<file path="config.mk">
export PLATFORM = sky130hd
export DESIGN_NAME = change_dispenser
export DESIGN_NICKNAME = d
export VERILOG_FILES = /design/src/rtl/change_dispenser.sv
export SDC_FILE = /design/constraint.sdc
export NUM_CORES = 1
export LEC_CHECK = 0
export BUFFER_PORTS_ARGS = -buffer_cell sky130_fd_sc_hd__buf_2
export CAP_MARGIN = 20
export CORE_MARGIN = 2
export CORE_UTILIZATION = 33
export CTS_CLUSTER_SIZE = 8
export DETAILED_ROUTE_END_ITERATION = 12
export HOLD_SLACK_MARGIN = 0.03
export SYNTH_ARGS = -nofsm -noshare
export SYNTH_HDL_FRONTEND = slang
export SYNTH_SLANG_ARGS = --single-unit
export TNS_END_PERCENT = 50
</file>
<file path="constraint.sdc">
create_clock -name clk -period 10.55 [get_ports clk]
set_clock_uncertainty 0.15 [all_clocks]
set_input_delay 2.11 -clock clk [delete_from_list [all_inputs] [get_ports clk]]
set_output_delay 2.11 -clock clk [all_outputs]
set_load 0.01 [all_outputs]
</file>
<file path="src/rtl/change_dispenser.sv">
// Greedy quarter/dime/nickel change dispenser, one coin per cycle, with optional
// per-denomination coin inventory enabled by CHANGE_INVENTORY_EN.
module change_dispenser #(
    parameter int unsigned MONEY_W  = 8,
    parameter int unsigned CNT_W    = 4,
    parameter int unsigned INV_W    = 6,
    parameter int unsigned INV_INIT = 20
) (
    input  logic               clk,
    input  logic               reset,
    input  logic               start,
    input  logic [MONEY_W-1:0] money,
    input  logic               restock,
    output logic               ready,
    output logic               done,
    output logic               err,
    output logic [CNT_W-1:0]   Q,
    output logic [CNT_W-1:0]   D,
    output logic [CNT_W-1:0]   N,
    output logic [INV_W-1:0]   inv_q,
    output logic [INV_W-1:0]   inv_d,
    output logic [INV_W-1:0]   inv_n
);

    typedef enum logic [2:0] {StIdle, StCheck, StQtr, StDime, StNick, StDone} state_e;

    localparam logic [MONEY_W-1:0] Cents25 = MONEY_W'(25);
    localparam logic [MONEY_W-1:0] Cents10 = MONEY_W'(10);
    localparam logic [MONEY_W-1:0] Cents5  = MONEY_W'(5);
    localparam logic [CNT_W-1:0]   CntMax  = '1;
    localparam logic [INV_W-1:0]   InvInit = INV_W'(INV_INIT);

    state_e             state;
    logic [MONEY_W-1:0] rem;
    logic [CNT_W-1:0]   qtr_cnt, dime_cnt, nick_cnt;
    logic               bad;
    logic               have_q, have_d, have_n;
    logic               take_q, take_d, take_n;
    logic               rem_odd;

`ifdef CHANGE_INVENTORY_EN
    logic [INV_W-1:0] live_q, live_d, live_n;
    logic [INV_W-1:0] tent_q, tent_d, tent_n;

    assign have_q = (tent_q != '0);
    assign have_d = (tent_d != '0);
    assign have_n = (tent_n != '0);
    assign inv_q  = live_q;
    assign inv_d  = live_d;
    assign inv_n  = live_n;
`else
    logic unused_restock;

    assign unused_restock = restock;
    assign have_q = 1'b1;
    assign have_d = 1'b1;
    assign have_n = 1'b1;
    assign inv_q  = '0;
    assign inv_d  = '0;
    assign inv_n  = '0;
`endif

    assign rem_odd = ((rem % Cents5) != '0);
    assign take_q  = (rem >= Cents25) && have_q && (qtr_cnt != CntMax);
    assign take_d  = (rem >= Cents10) && have_d && (dime_cnt != CntMax);
    assign take_n  = (rem >= Cents5) && have_n && (nick_cnt != CntMax);

    always_ff @(posedge clk) begin
        if (!reset) begin
            state    <= StIdle;
            ready    <= 1'b1;
            done     <= 1'b0;
            err      <= 1'b0;
            Q        <= '1;
            D        <= '1;
            N        <= '1;
            rem      <= '0;
            qtr_cnt  <= '0;
            dime_cnt <= '0;
            nick_cnt <= '0;
            bad      <= 1'b0;
`ifdef CHANGE_INVENTORY_EN
            live_q   <= InvInit;
            live_d   <= InvInit;
            live_n   <= InvInit;
            tent_q   <= InvInit;
            tent_d   <= InvInit;
            tent_n   <= InvInit;
`endif
        end else begin
            done <= 1'b0;
            case (state)
                StIdle: begin
`ifdef CHANGE_INVENTORY_EN
                    if (restock) begin
                        live_q <= InvInit;
                        live_d <= InvInit;
                        live_n <= InvInit;
                    end
`endif
                    if (start) begin
                        rem      <= money;
                        qtr_cnt  <= '0;
                        dime_cnt <= '0;
                        nick_cnt <= '0;
                        err      <= 1'b0;
                        bad      <= 1'b0;
                        ready    <= 1'b0;
                        state    <= StCheck;
`ifdef CHANGE_INVENTORY_EN
                        // A same-cycle restock must be visible to this conversion.
                        tent_q   <= restock ? InvInit : live_q;
                        tent_d   <= restock ? InvInit : live_d;
                        tent_n   <= restock ? InvInit : live_n;
`endif
                    end
                end
                StCheck: begin
                    // Misaligned amounts linger one extra cycle so the error posts two
                    // edges after the accepting edge.
                    if (bad) begin
                        state <= StDone;
                        done  <= 1'b1;
                        err   <= 1'b1;
                        Q     <= '0;
                        D     <= '0;
                        N     <= '0;
                    end else if (rem_odd) begin
                        bad <= 1'b1;
                    end else begin
                        state <= StQtr;
                    end
                end
                StQtr: begin
                    if (take_q) begin
                        rem     <= rem - Cents25;
                        qtr_cnt <= qtr_cnt + CNT_W'(1);
`ifdef CHANGE_INVENTORY_EN
                        tent_q  <= tent_q - INV_W'(1);
`endif
                    end else begin
                        state <= StDime;
                    end
                end
                StDime: begin
                    if (take_d) begin
                        rem      <= rem - Cents10;
                        dime_cnt <= dime_cnt + CNT_W'(1);
`ifdef CHANGE_INVENTORY_EN
                        tent_d   <= tent_d - INV_W'(1);
`endif
                    end else begin
                        state <= StNick;
                    end
                end
                StNick: begin
                    if (take_n) begin
                        rem      <= rem - Cents5;
                        nick_cnt <= nick_cnt + CNT_W'(1);
`ifdef CHANGE_INVENTORY_EN
                        tent_n   <= tent_n - INV_W'(1);
`endif
                    end else begin
                        state <= StDone;
                        done  <= 1'b1;
                        if (rem == '0) begin
                            err    <= 1'b0;
                            Q      <= qtr_cnt;
                            D      <= dime_cnt;
                            N      <= nick_cnt;
`ifdef CHANGE_INVENTORY_EN
                            live_q <= tent_q;
                            live_d <= tent_d;
                            live_n <= tent_n;
`endif
                        end else begin
                            // Shortfall: nothing is paid out, inventory stays put.
                            err <= 1'b1;
                            Q   <= '0;
                            D   <= '0;
                            N   <= '0;
                        end
                    end
                end
                StDone: begin
                    state <= StIdle;
                    ready <= 1'b1;
                end
                default: begin
                    state <= StIdle;
                    ready <= 1'b1;
                end
            endcase
        end
    end

endmodule
</file>
* Word level (Yosys, flattened, before mapping)
Cells that the tools add are included.
** Storage, ports and cells
- Bits in registers :: 39
- Input port bits :: 12
- Output and inout port bits :: 33
- Word-level logic and storage cells :: 103
** Operators by class
- $add $sub $neg :: 6
- Div/mod/pow operators :: 1
- Magnitude comparators :: 3
- Equal/unequal tests :: 16
- Mux-type cells :: 41
- Bitwise logic cells :: 1
- Reduce and logical (&&, ||, !) cells :: 23
** Operators by type and width (count)
- one-hot mux 4 bit (2 select lines) :: 6
- two-way mux 4 bit :: 11
- two-way mux 8 bit :: 4
- one-hot mux 8 bit (4 select lines) :: 1
- two-way mux 3 bit :: 6
- inequality test 2 bit, second input constant :: 8
- one-hot mux 3 bit (5 select lines) :: 1
- adder 4 x 1 -> 4 bit, second input constant :: 3
- inequality test 4 bit, second input constant :: 3
- AND reduction 3 bit :: 4
- AND reduction 5 bit :: 2
- nonzero test 2 bit :: 5
- greater-or-equal comparator 8 x 3 -> 1 bit, second input constant :: 1
- greater-or-equal comparator 8 x 4 -> 1 bit, second input constant :: 1
- greater-or-equal comparator 8 x 5 -> 1 bit, second input constant :: 1
- zero test 8 bit :: 1
- remainder unit 8 x 3 -> 8 bit, second input constant :: 1
- two-way mux 1 bit :: 8
- nonzero test 8 bit :: 1
- subtractor 8 x 3 -> 8 bit, second input constant :: 1
- subtractor 8 x 4 -> 8 bit, second input constant :: 1
- subtractor 8 x 5 -> 8 bit, second input constant :: 1
- == test 3 x 2 -> 1 bit, second input constant :: 2
- one-hot mux 1 bit (2 select lines) :: 3
- other kinds (12) :: 15

* Logic depth before layout (Yosys ltp)
Gate-level depths: netlist (run 1).
- Depth in word-level cells :: 5
- Gate-level depth with buffers :: 19
- Mapped depth without buffers :: 17

* Worst setup path before layout (run 1)
Ideal clock, no wire load.
- Kind :: reg-to-reg
- From :: register rem[2]
- To :: register state[1]
- Library setup time :: 116 ps
- Arrival :: 4750 ps
- Required time :: 10284 ps
- Setup slack :: 5534 ps
- Cell stages (with the launch flop) :: 20
- Path buffers :: 2
- Clock period less this slack :: 5016 ps
- Cells stage by stage :: dfxtp_1 > clkbuf_1 > clkinv_1 > ha_1 > or4b_4 > buf_6 > a221o_1 > and2_4 > a211o_1 > a221o_1 > a211oi_2 > nor3_1 > a31o_2 > ha_1 > nor4_1 > a31oi_1 > o21ai_2 > mux2i_1 > o211ai_2 > a41o_1
** On the way
- Cells in the longest elaborated chain, start to end :: 4
- Elaborated cells on any way between the ends :: 13
- Those cells by class :: div: 1; order compare: 3; eq/ne: 4; reduce/logical: 5
** Ends and longest elaborated chain
- start, declared :: RTL line 34 : logic [MONEY_W-1:0] rem;
- start signal, assigned :: RTL line 102 : rem <= money;
- start signal, assigned :: RTL line 136 : rem <= rem - Cents25;
- start signal, assigned :: RTL line 147 : rem <= rem - Cents10;
- remainder unit 8 x 3 -> 8 bit (tied with other cells) :: RTL line 63 : assign rem_odd = ((rem % Cents5) != '0);
- nonzero test 8 bit (tied with other cells) :: RTL line 63
- inequality test 3 bit (no line) / inequality test 2 bit (equally long branches)
- AND reduction 5 bit (no line) *
- end signal, assigned :: RTL line 70 : state <= StIdle;
- end signal, assigned :: RTL line 109 : state <= StCheck;
- end signal, assigned :: RTL line 122 : state <= StDone;
- end, declared :: RTL line 33 : state_e state;
Mark *: on every way between the ends. The rest lies on a longest branch, timed or not.
A chain may end at the register's enable or synchronous reset.

* Worst setup path after layout (run 1)
Ends and elaborated chain as after synthesis.

==> impl_results.md, run 1 <==
- Mux share of post-synthesis cell area: 0.0214
- Non-Filler Instances: 664
- Core Util, Final: 0.367
- Hold Path Class: flop to flop
- Worst rel slew slack: 0.313
- CTS Hold Bufs: 0
- Cts bufs inserted: 5
- RR Startpoint: rem[2]
- Number of gates resized after cts: 0
- Reg-to-reg slack, setup: about 4600 ps
- I/O pins: 45
- Layout area overhead: 7.28%
- Layout cells sized above 1: 0.118
- CP max FO: 18
- CP Cell Sequence: clkinv_1, ha_1, or4b_4, a211o_1, a21oi_1, mux2i_1, o21ai_0, o21a_1, a21oi_1, a31o_2, ha_1, nor4_1, a31oi_1, o21ai_2, mux2i_1, o211ai_2, a41o_1
- Global Route Usage Sum: 0.160
- Min cycle time layout: between 5000 and 6000 ps
- Max Freq: ~170 MHz
- Final WL: between 10 and 15 mm
- Final Setup Violations: 0
- CP bufs+invs: 1
- Core Rows: 38
- Main combinational cell family by area after synthesis: compound AO/OA/AOI/OAI gates
- Routed wire per std cell: ~15 um
- Via density: 5.76
- CTS tree: done
- WHS Endpoint: N[3]
- Fin area: between 4000 and 5000 um^2
- Hold Slack: 311 ps
- Synthesis warning total: 0
- RSZ-0062 raised after global routing: false
- Asr flop ratio synth: 0
- Vias in the first global route: about 3500
- Cells after Synth: just over 500
- Slew Limit Fails: 0
- Hold_sp: N[3]
- Xor and xnor fraction of the mapped netlist area: 0.0234
- Iteration-0 DRC Markers: 355
- Crit. End Element: flop
- Clk_lat worst skew: about 280 ps
- Period utilization: 0.568
- Synth Register Bits: 39
- Pre-antenna DRT Iters: 5
- Clk root buf: clkbuf_16
- Sequential area share after synthesis: 0.208
- Die area: about 12000 um^2
- DRC: 0
- R2r endpoint: state[1]
- Post-route setup TNS: 0 ps
- Die Width: 111 um
- Nets: roughly 550
- Remaining Overflow, GRT: 0
- Largest net degree at the start of global routing: 36
- Status: completed
- Final Hold Vio Count: 0
- RD Place Congestion: ~0.88
- Die Y: 111 um
- Initial core utilization: 0.342
- Postcts setup bufs: 0
- # fillers: between 1000 and 1500
- Simple-gate share of the synthesized area: 0.290
- H-Tree Depth: 2
- Hpwl dp: about 7.4 mm
- Synth Cell Area: around 3700 um^2
- Power Total: 1.49 mW
- Port Buffers: 25
- Crit path arrival time: 6010 ps
- Global-route wire length before repair: around 17 mm
- Post-synth top flop: dfxtp_1
- Clock sinks: 39
- Leak: roughly 1.6 nW
- Max_cap viols: 0
- Syn_area_per_cell: between 7 and 8 um^2
- Pwr dens: 371 nW/um^2
- Kind of critical path: flop to flop
- Final WS setup: roughly 4600 ps
- Antenna viol nets, final: 0
- Max IR drop VDD: ~0.11 mV
- Worst Reg-to-Reg Cells: 17
- Post-synth EDFFs: 0
- Clock-pin slew on the worst setup and hold paths: around 60 ps
- DP Worst Slack: 4660 ps
- Max incr delay on CP: roughly 830 ps
- ANT cells: 0
- Min-Delay Path Depth: 2
- Initial antenna violation count: 0
- Core Area: between 10000 and 15000 um^2
- Post-synthesis adder-cell area fraction: 0.0535
- CP max-delay cell: dfxtp_1
- Startpoint Class: flop
- Library cells used by synthesis: between 70 and 80
- Placed cells: around 660
- Family with the most delay on the worst path: compound AO/OA/AOI/OAI gates
- Compound-cell area share of the yosys netlist: 0.317
- CTS Buffer Depth: 2
- Worst path required time: ~11000 ps
- DR vias: roughly 3800
- Worst-Margin Slew: around 1000 ps
- Cell Area, Placed: roughly 3900 um^2
-- logic make-up after synthesis --
kind of cell               after synthesis
adders and majority gates               16
other                                    1
buffers and inverters                   61
DFF                                     39
xor gates and xnor gates                10
muxes                                    8
and+or+nand+nor                        217
AOI/OAI and AO/OA                      165
-- worst max-delay path by stage --
stage,startpoint,end,slack [ps],cells past startpoint
2_1_floorplan,rem[2],state[1],5530,19
3_3_place_gp,rem[2],state[1],4810,17
3_5_place_dp,rem[2],state[1],4660,17
4_1_cts,rem[2],state[1],4660,17
5_1_grt,rem[2],state[1],4300,17
6_report,rem[2],state[1],4560,17
-- worst min-delay path, cell delays in order (launching register included) --
cell and delay, ps:
dfxtp_1 320, nand2_1 50, nand3_1 60
-- power breakdown --
| group | internal [mW] | switching (mW) | total [mW] |
|---|---|---|---|
| clock | 0.101 | 0.0548 | 0.155 |
| combinational | 0.410 | 0.664 | 1.07 |
| sequential | 0.180 | 0.0810 | 0.261 |
-- cell usage after synthesis, types with 4 or more instances --
cell type,n,area share
a2111oi_0,4,0.0094
a211o_1,5,0.012
a21boi_0,5,0.010
a21o_1,4,0.0080
a21oi_1,40,0.053
a311oi_1,4,0.0094
a31oi_1,8,0.013
a41oi_1,4,0.0094
and2_1,9,0.015
and3_1,7,0.012
buf_4,18,0.036
clkbuf_1,21,0.021
dfxtp_1,39,0.21
ha_1,16,0.053
inv_1,14,0.014
mux2i_1,8,0.021
nand2_1,75,0.075
nand2b_1,8,0.013
nand3_1,27,0.036
nand4_1,7,0.012
nor2_1,40,0.040
nor2b_1,7,0.012
nor3_1,11,0.015
nor4_1,4,0.0067
o211ai_1,4,0.0080
o21a_1,4,0.0080
o21ai_0,27,0.036
o22ai_1,8,0.013
xor2_1,7,0.016
-- metal layers --
layer | part of all wire | track usage | wire (um)
met2 | 0.45 | 0.255 | 4490
met5 | 0 | 0 | 0
met3 | 0.045 | 0.0198 | 449
met4 | 0.0040 | 0.0208 | 40
met1 | 0.50 | 0.236 | 5050
-- placed cells by master (no fill, tap or decap), drive strengths merged, types with 4 or more instances in the layout --
cell type   n
nand2      75
nor2       41
a21oi      40
dfxtp      39
o21ai      31
nand3      27
buf        26
conb       18
ha         16
inv        14
nor3       12
and2       10
o22ai       9
and3        9
nand2b      8
a31oi       8
mux2i       8
clkbuf      8
nor2b       7
nand4       7
xor2        7
a21boi      6
o211ai      6
nor4        6
a211o       5
a2111oi     5
a211oi      5
or2         5
a21o        4
o21a        4
a41oi       4
a311oi      4
-- cell type report --
type                       count  area (um^2)  share of cell area
clock buffer                   8          156              0.0389
inverter                      17         63.8              0.0159
multi-input combinational    434         2710               0.674
sequential                    39          781               0.194
tap                          140          175              0.0436
timing repair buffer          26          133              0.0330
-- state kept, by name, summed over array words and instances (netlist names), 3 cells and up --
register,count
D,4
qtr_cnt,4
Q,4
dime_cnt,4
state,3
N,4
nick_cnt,4
rem,8
(Power assumes the default switching activity.)
==> inputs of run 2 (changes only) <==
- clock period: 10.55 -> 6 ns (I/O delays scaled with it)
==> run 2 against run 1 <==
Net effect:
- clock-buffer cell count down 2
- combinational power up 79%
- routed wire length down 1.4%
- final area up 0.62%
- sequential share of layout area down 0.12 points
- die area unchanged
- via count down 0.31%
==> impl_results.md, run 2 (synthesis gave the netlist of run 1 again) <==
- Sequential share of power: 0.161
- Critical path endpoint: state[0]
- DR vias: ~3800
- Largest net degree at the start of global routing: 36
- RSZ-0062 raised after global routing: false
- CP max FO: 11
- Core Area: roughly 11000 um^2
- Max Freq: approximately 180 MHz
- CTS Hold Bufs: 0
- Commonest non-fill, non-tap cell in the layout: nand2_1
- ANT cells: 0
- Max IR drop VDD: around 0.23 mV
- Int Power: 1.25 mW
- # fillers: 1176
- Post-route setup TNS: 0 ps
- Number of gates resized after cts: 0
- Worst Reg-to-Reg Cells: 17
- Die Width: 111 um
- Crit path from: rem[1]
- Layout cells sized above 1: 0.122
- Reg-to-reg slack, setup: slightly below 600 ps
- Clock sinks: 39
- H-Tree Depth: 2
- Pwr dens: ~660 nW/um^2
- Min cycle time layout: 5410 ps
- Largest Register: rem
- I/O pins: 45
- Hold Slack: roughly 310 ps
- Initial core utilization: 0.342
- Final WL: 9.89 mm
- Global-route wire length before repair: 17.0 mm
- Net Sw Frac: 0.530
- Clock power share: 0.116
- Power Total: roughly 2.7 mW
- Worst rel slew slack: 0.310
- Remaining Overflow, GRT: 0
- Commonest cells after routing, fill and taps aside: nand2_1 (75), a21oi_1 (40), nor2_1 (40)
- Max_cap viols: 0
- Final Hold Vio Count: 0
- Vias in the first global route: approximately 3500
- Pre-antenna DRT Iters: 5
- Final Setup Violations: 0
- Period utilization: 0.901
- R2r endpoint: state[0]
- DRC: 0
- Fin area: 4040 um^2
- Placed cells: approximately 660
- Iteration-0 DRC Markers: between 300 and 400
- Port Buffers: 25
- Hpwl dp: between 7 and 8 mm
- Leak: 1.64 nW
- Clock-pin slew on the worst setup and hold paths: around 50 ps
- Cts bufs inserted: 5
- Status: completed
- RD Place Congestion: just under 0.9
- Crit. End Element: flop
- Max reg flops: 8
- Die area: ~12000 um^2
- Routed wire per std cell: between 10 and 15 um
- Clk_lat worst skew: roughly 280 ps
- Sw Pwr: approximately 1.4 mW
- Worst-Margin Slew: 1030 ps
- Global Route Usage Sum: 0.160
- Antenna viol nets, final: 0
- Non-Filler Instances: 665
- Worst path required time: around 6000 ps
- Layout area overhead: 7.95%
- Nets: around 550
- Hold Path Class: flop to flop
- Die Y: 111 um
- CTS Buffer Depth: 2
- Crit path arrival time: 5400 ps
- Cell Area, Placed: about 3900 um^2
- Core Rows: 38
- Initial antenna violation count: 0
- Startpoint Class: flop
- RR Startpoint: rem[1]
- Combinational power share: 0.722
- Clk root buf: clkbuf_16
- Via density: between 5 and 6
- Kind of critical path: flop to flop
- Postcts setup bufs: 0
- CTS tree: done
- Slew Limit Fails: 0
run 2: cell count changes in the layout (fill, tap and decap cells not counted), sizes merged:
cell	change
buf	+1
clkinv	+1
clkbuf	-2
bufinv	+1
run 2: worst min-delay path by stage:
stage / slack [ps] / cells past startpoint / to / startpoint
3_3_place_gp: 300 / 2 / D[2] / D[2]
4_1_cts: 320 / 2 / D[2] / D[2]
6_report: 310 / 2 / D[2] / D[2]
5_1_grt: 330 / 2 / N[3] / N[3]
2_1_floorplan: 320 / 2 / D[3] / dime_cnt[3]
3_5_place_dp: 300 / 2 / Q[0] / Q[0]
run 2: routing by layer:
layer,vias up,track usage,part of all wire
li1,1894,-,-
met2,124,0.255,0.45
met4,0,0.0358,0.011
met5,-,0,0
met1,1785,0.229,0.49
met3,9,0.0209,0.053
run 2: cell type report:
class,instances,area (um^2),area share
clock buffer,6,139,0.0344
clock inverter,2,35.0,0.00867
inverter,17,63.8,0.0158
multi-input combinational,434,2710,0.670
sequential,39,781,0.193
tap,140,175,0.0433
timing repair buffer,27,140,0.0347
run 2: per-stage QoR:
| stage | utilization | setup slack (ps) |
|---|---|---|
| after floorplan | - | 984 |
| after global placement | 0.354 | 770 |
| after detailed placement | 0.354 | 670 |
| after CTS | 0.370 | 634 |
| after global routing | 0.370 | 244 |
| final | 0.370 | 593 |
run 2: power by group through the flow:
stage | registers [mW] | logic (mW) | clock network [mW]
floorplan | 0.376 | 1.58 | 0
global placement | 0.430 | 1.85 | 0
detailed placement | 0.433 | 1.89 | 0
CTS | 0.428 | 1.90 | 0.314
global route | 0.444 | 2.13 | 0.329
finish | 0.430 | 1.92 | 0.310
run 2: worst max-delay path: stages (launching register included):
cell      delay (ps)
dfxtp_1          550
inv_1            280
ha_1             350
or4b_4           570
a221o_1          340
and2_4           180
a211o_1          350
a221o_1          340
a211oi_2         320
nor3_1            80
a31o_2           270
ha_1             200
nor4_1           270
a31oi_1          140
o21ai_2          280
a21oi_1           90
nor3_2           320
a41oi_1          170
==> inputs of run 3 (changes only) <==
- CORE_ASPECT_RATIO: not set -> 1.1
- SKIP_LAST_GASP: not set -> 1
==> run 3 against run 2 <==
Net effect:
- die area is essentially flat
- routed wire length grew 1.2%
- worst hold slack lost 0.98 ps
- flip-flop and latch count is the same
- global-route usage grew 0.76 points
- via count shrank 1.0%
- clock-buffer cell count shrank 1
- register-to-register slack gained 60 ps
- final area grew 0.65%
- combinational power is essentially flat
- critical path type unchanged
==> impl_results.md, run 3 (synthesis gave the netlist of run 1 again) <==
- CTS Hold Bufs: 0
- Final Hold Vio Count: 0
- Commonest non-fill, non-tap cell in the layout: nand2_1
- Min cycle time layout: ~5400 ps
- DR vias: about 3800
- Clock-pin slew on the worst setup and hold paths: about 60 ps
- Max IR drop VDD: 0.270 mV
- Final WL: about 10 mm
- Final WS setup: between 600 and 700 ps
- Core Rows: 40
- Max_cap viols: 0
- Antenna viol nets, final: 0
- Clk_lat worst skew: approximately 280 ps
- Nets: about 560
- Kind of critical path: flop to flop
- DP Worst Slack: approximately 700 ps
- Cts bufs inserted: 5
- Via density: around 5.6
- Post-route setup TNS: 0 ps
- RD Place Congestion: between 0.8 and 0.9
- Clk root buf: clkbuf_16
- Max reg flops: 8
- Worst rel slew slack: 0.317
- Layout cells sized above 1: 0.127
- # fillers: 1195
- H-Tree Depth: 2
- Startpoint Class: flop
- Pre-antenna DRT Iters: 6
- Routed wire per std cell: about 15 um
- Clock sinks: 39
- Worst-Margin Slew: 1020 ps
- Slew Limit Fails: 0
- Final Setup Violations: 0
- Hpwl dp: around 7.6 mm
- Worst path required time: just over 6000 ps
- Placed cells: ~670
- Max Freq: between 150 and 200 MHz
- Layout area overhead: 8.65%
- Initial core utilization: 0.340
- Largest Register: rem
- Commonest cells after routing, fill and taps aside: nand2_1 (75), a21oi_1 (40), nor2_1 (40)
- Port Buffers: 25
- Core Area: about 11000 um^2
- CTS Buffer Depth: 2
- Number of gates resized after cts: 0
- ANT cells: 0
- Status: completed
- I/O pins: 45
- Iteration-0 DRC Markers: ~310
- Fin area: between 4000 and 5000 um^2
- Remaining Overflow, GRT: 0
- Non-Filler Instances: a little under 700
- DRC: 0
- Die Y: approximately 120 um
- Die Width: 106 um
- Global-route wire length before repair: roughly 17 mm
- Initial antenna violation count: 0
- Power Total: around 2.6 mW
- Vias in the first global route: 3572
- RSZ-0062 raised after global routing: false
- Postcts setup bufs: 0
- CP max FO: 11
- Leak: roughly 1.7 nW
- Cell Area, Placed: 3890 um^2
- CTS tree: done
- Period utilization: 0.892
- Crit path arrival time: ~5400 ps
- Pwr dens: about 650 nW/um^2
- Crit. End Element: flop
- Hold Path Class: flop to flop
- Die area: 12200 um^2
- Global Route Usage Sum: 0.167
- Largest net degree at the start of global routing: 36
-- run 3: final cells by class --
cell class | instances | area (um^2) | share of cell area
Multi-Input combinational cell | 434 | 2710 | 0.666
Sequential cell | 39 | 781 | 0.192
Tap cell | 147 | 184 | 0.0452
Timing Repair Buffer | 30 | 163 | 0.0400
Clock buffer | 5 | 125 | 0.0308
Inverter | 17 | 63.8 | 0.0157
Clock inverter | 3 | 43.8 | 0.0108
-- run 3: path summary, 6_finish.rpt --
path	start	end	slack, ps	depth (start not counted)
worst max-delay path	rem[1]	state[1]	650	17
worst min-delay path	N[2]	N[2]	310	2
worst max register to register	rem[1]	state[1]	650	17
worst min register to register	N[2]	N[2]	310	2
-- run 3: layer usage --
| layer | vias to the layer above | GRT usage | wire (um) |
|---|---|---|---|
| met5 | - | 0 | 0 |
| li1 | 1890 | - | - |
| met3 | 16 | 0.0152 | 419 |
| met4 | 0 | 0.0667 | 197 |
| met1 | 1751 | 0.214 | 4390 |
| met2 | 116 | 0.293 | 5000 |
-- run 3: where the power goes --
group / internal [mW] / switching, mW
Sequential: 0.317 / 0.106
Combinational: 0.733 / 1.19
Clock: 0.196 / 0.103
Total: 1.25 / 1.40
-- run 3: through the flow --
step                      hold WS [ps]  utilization
after floorplan                    321            -
after global placement             295        0.354
after detailed placement           303        0.354
after CTS                          315        0.369
after global routing               327        0.370
final                              311        0.370
-- run 3: critical path: stages (launching register included) --
cell and delay [ps]:
dfxtp_1 550, inv_1 280, ha_1 330, or4b_4 570, a211o_1 400, a21oi_1 200
mux2i_1 100, o21ai_0 400, o21a_1 390, a21oi_1 110, a31o_2 260, ha_1 200
nor4_1 280, a31oi_1 130, o21ai_2 300, mux2i_1 260, o211ai_2 120, a41o_1 190
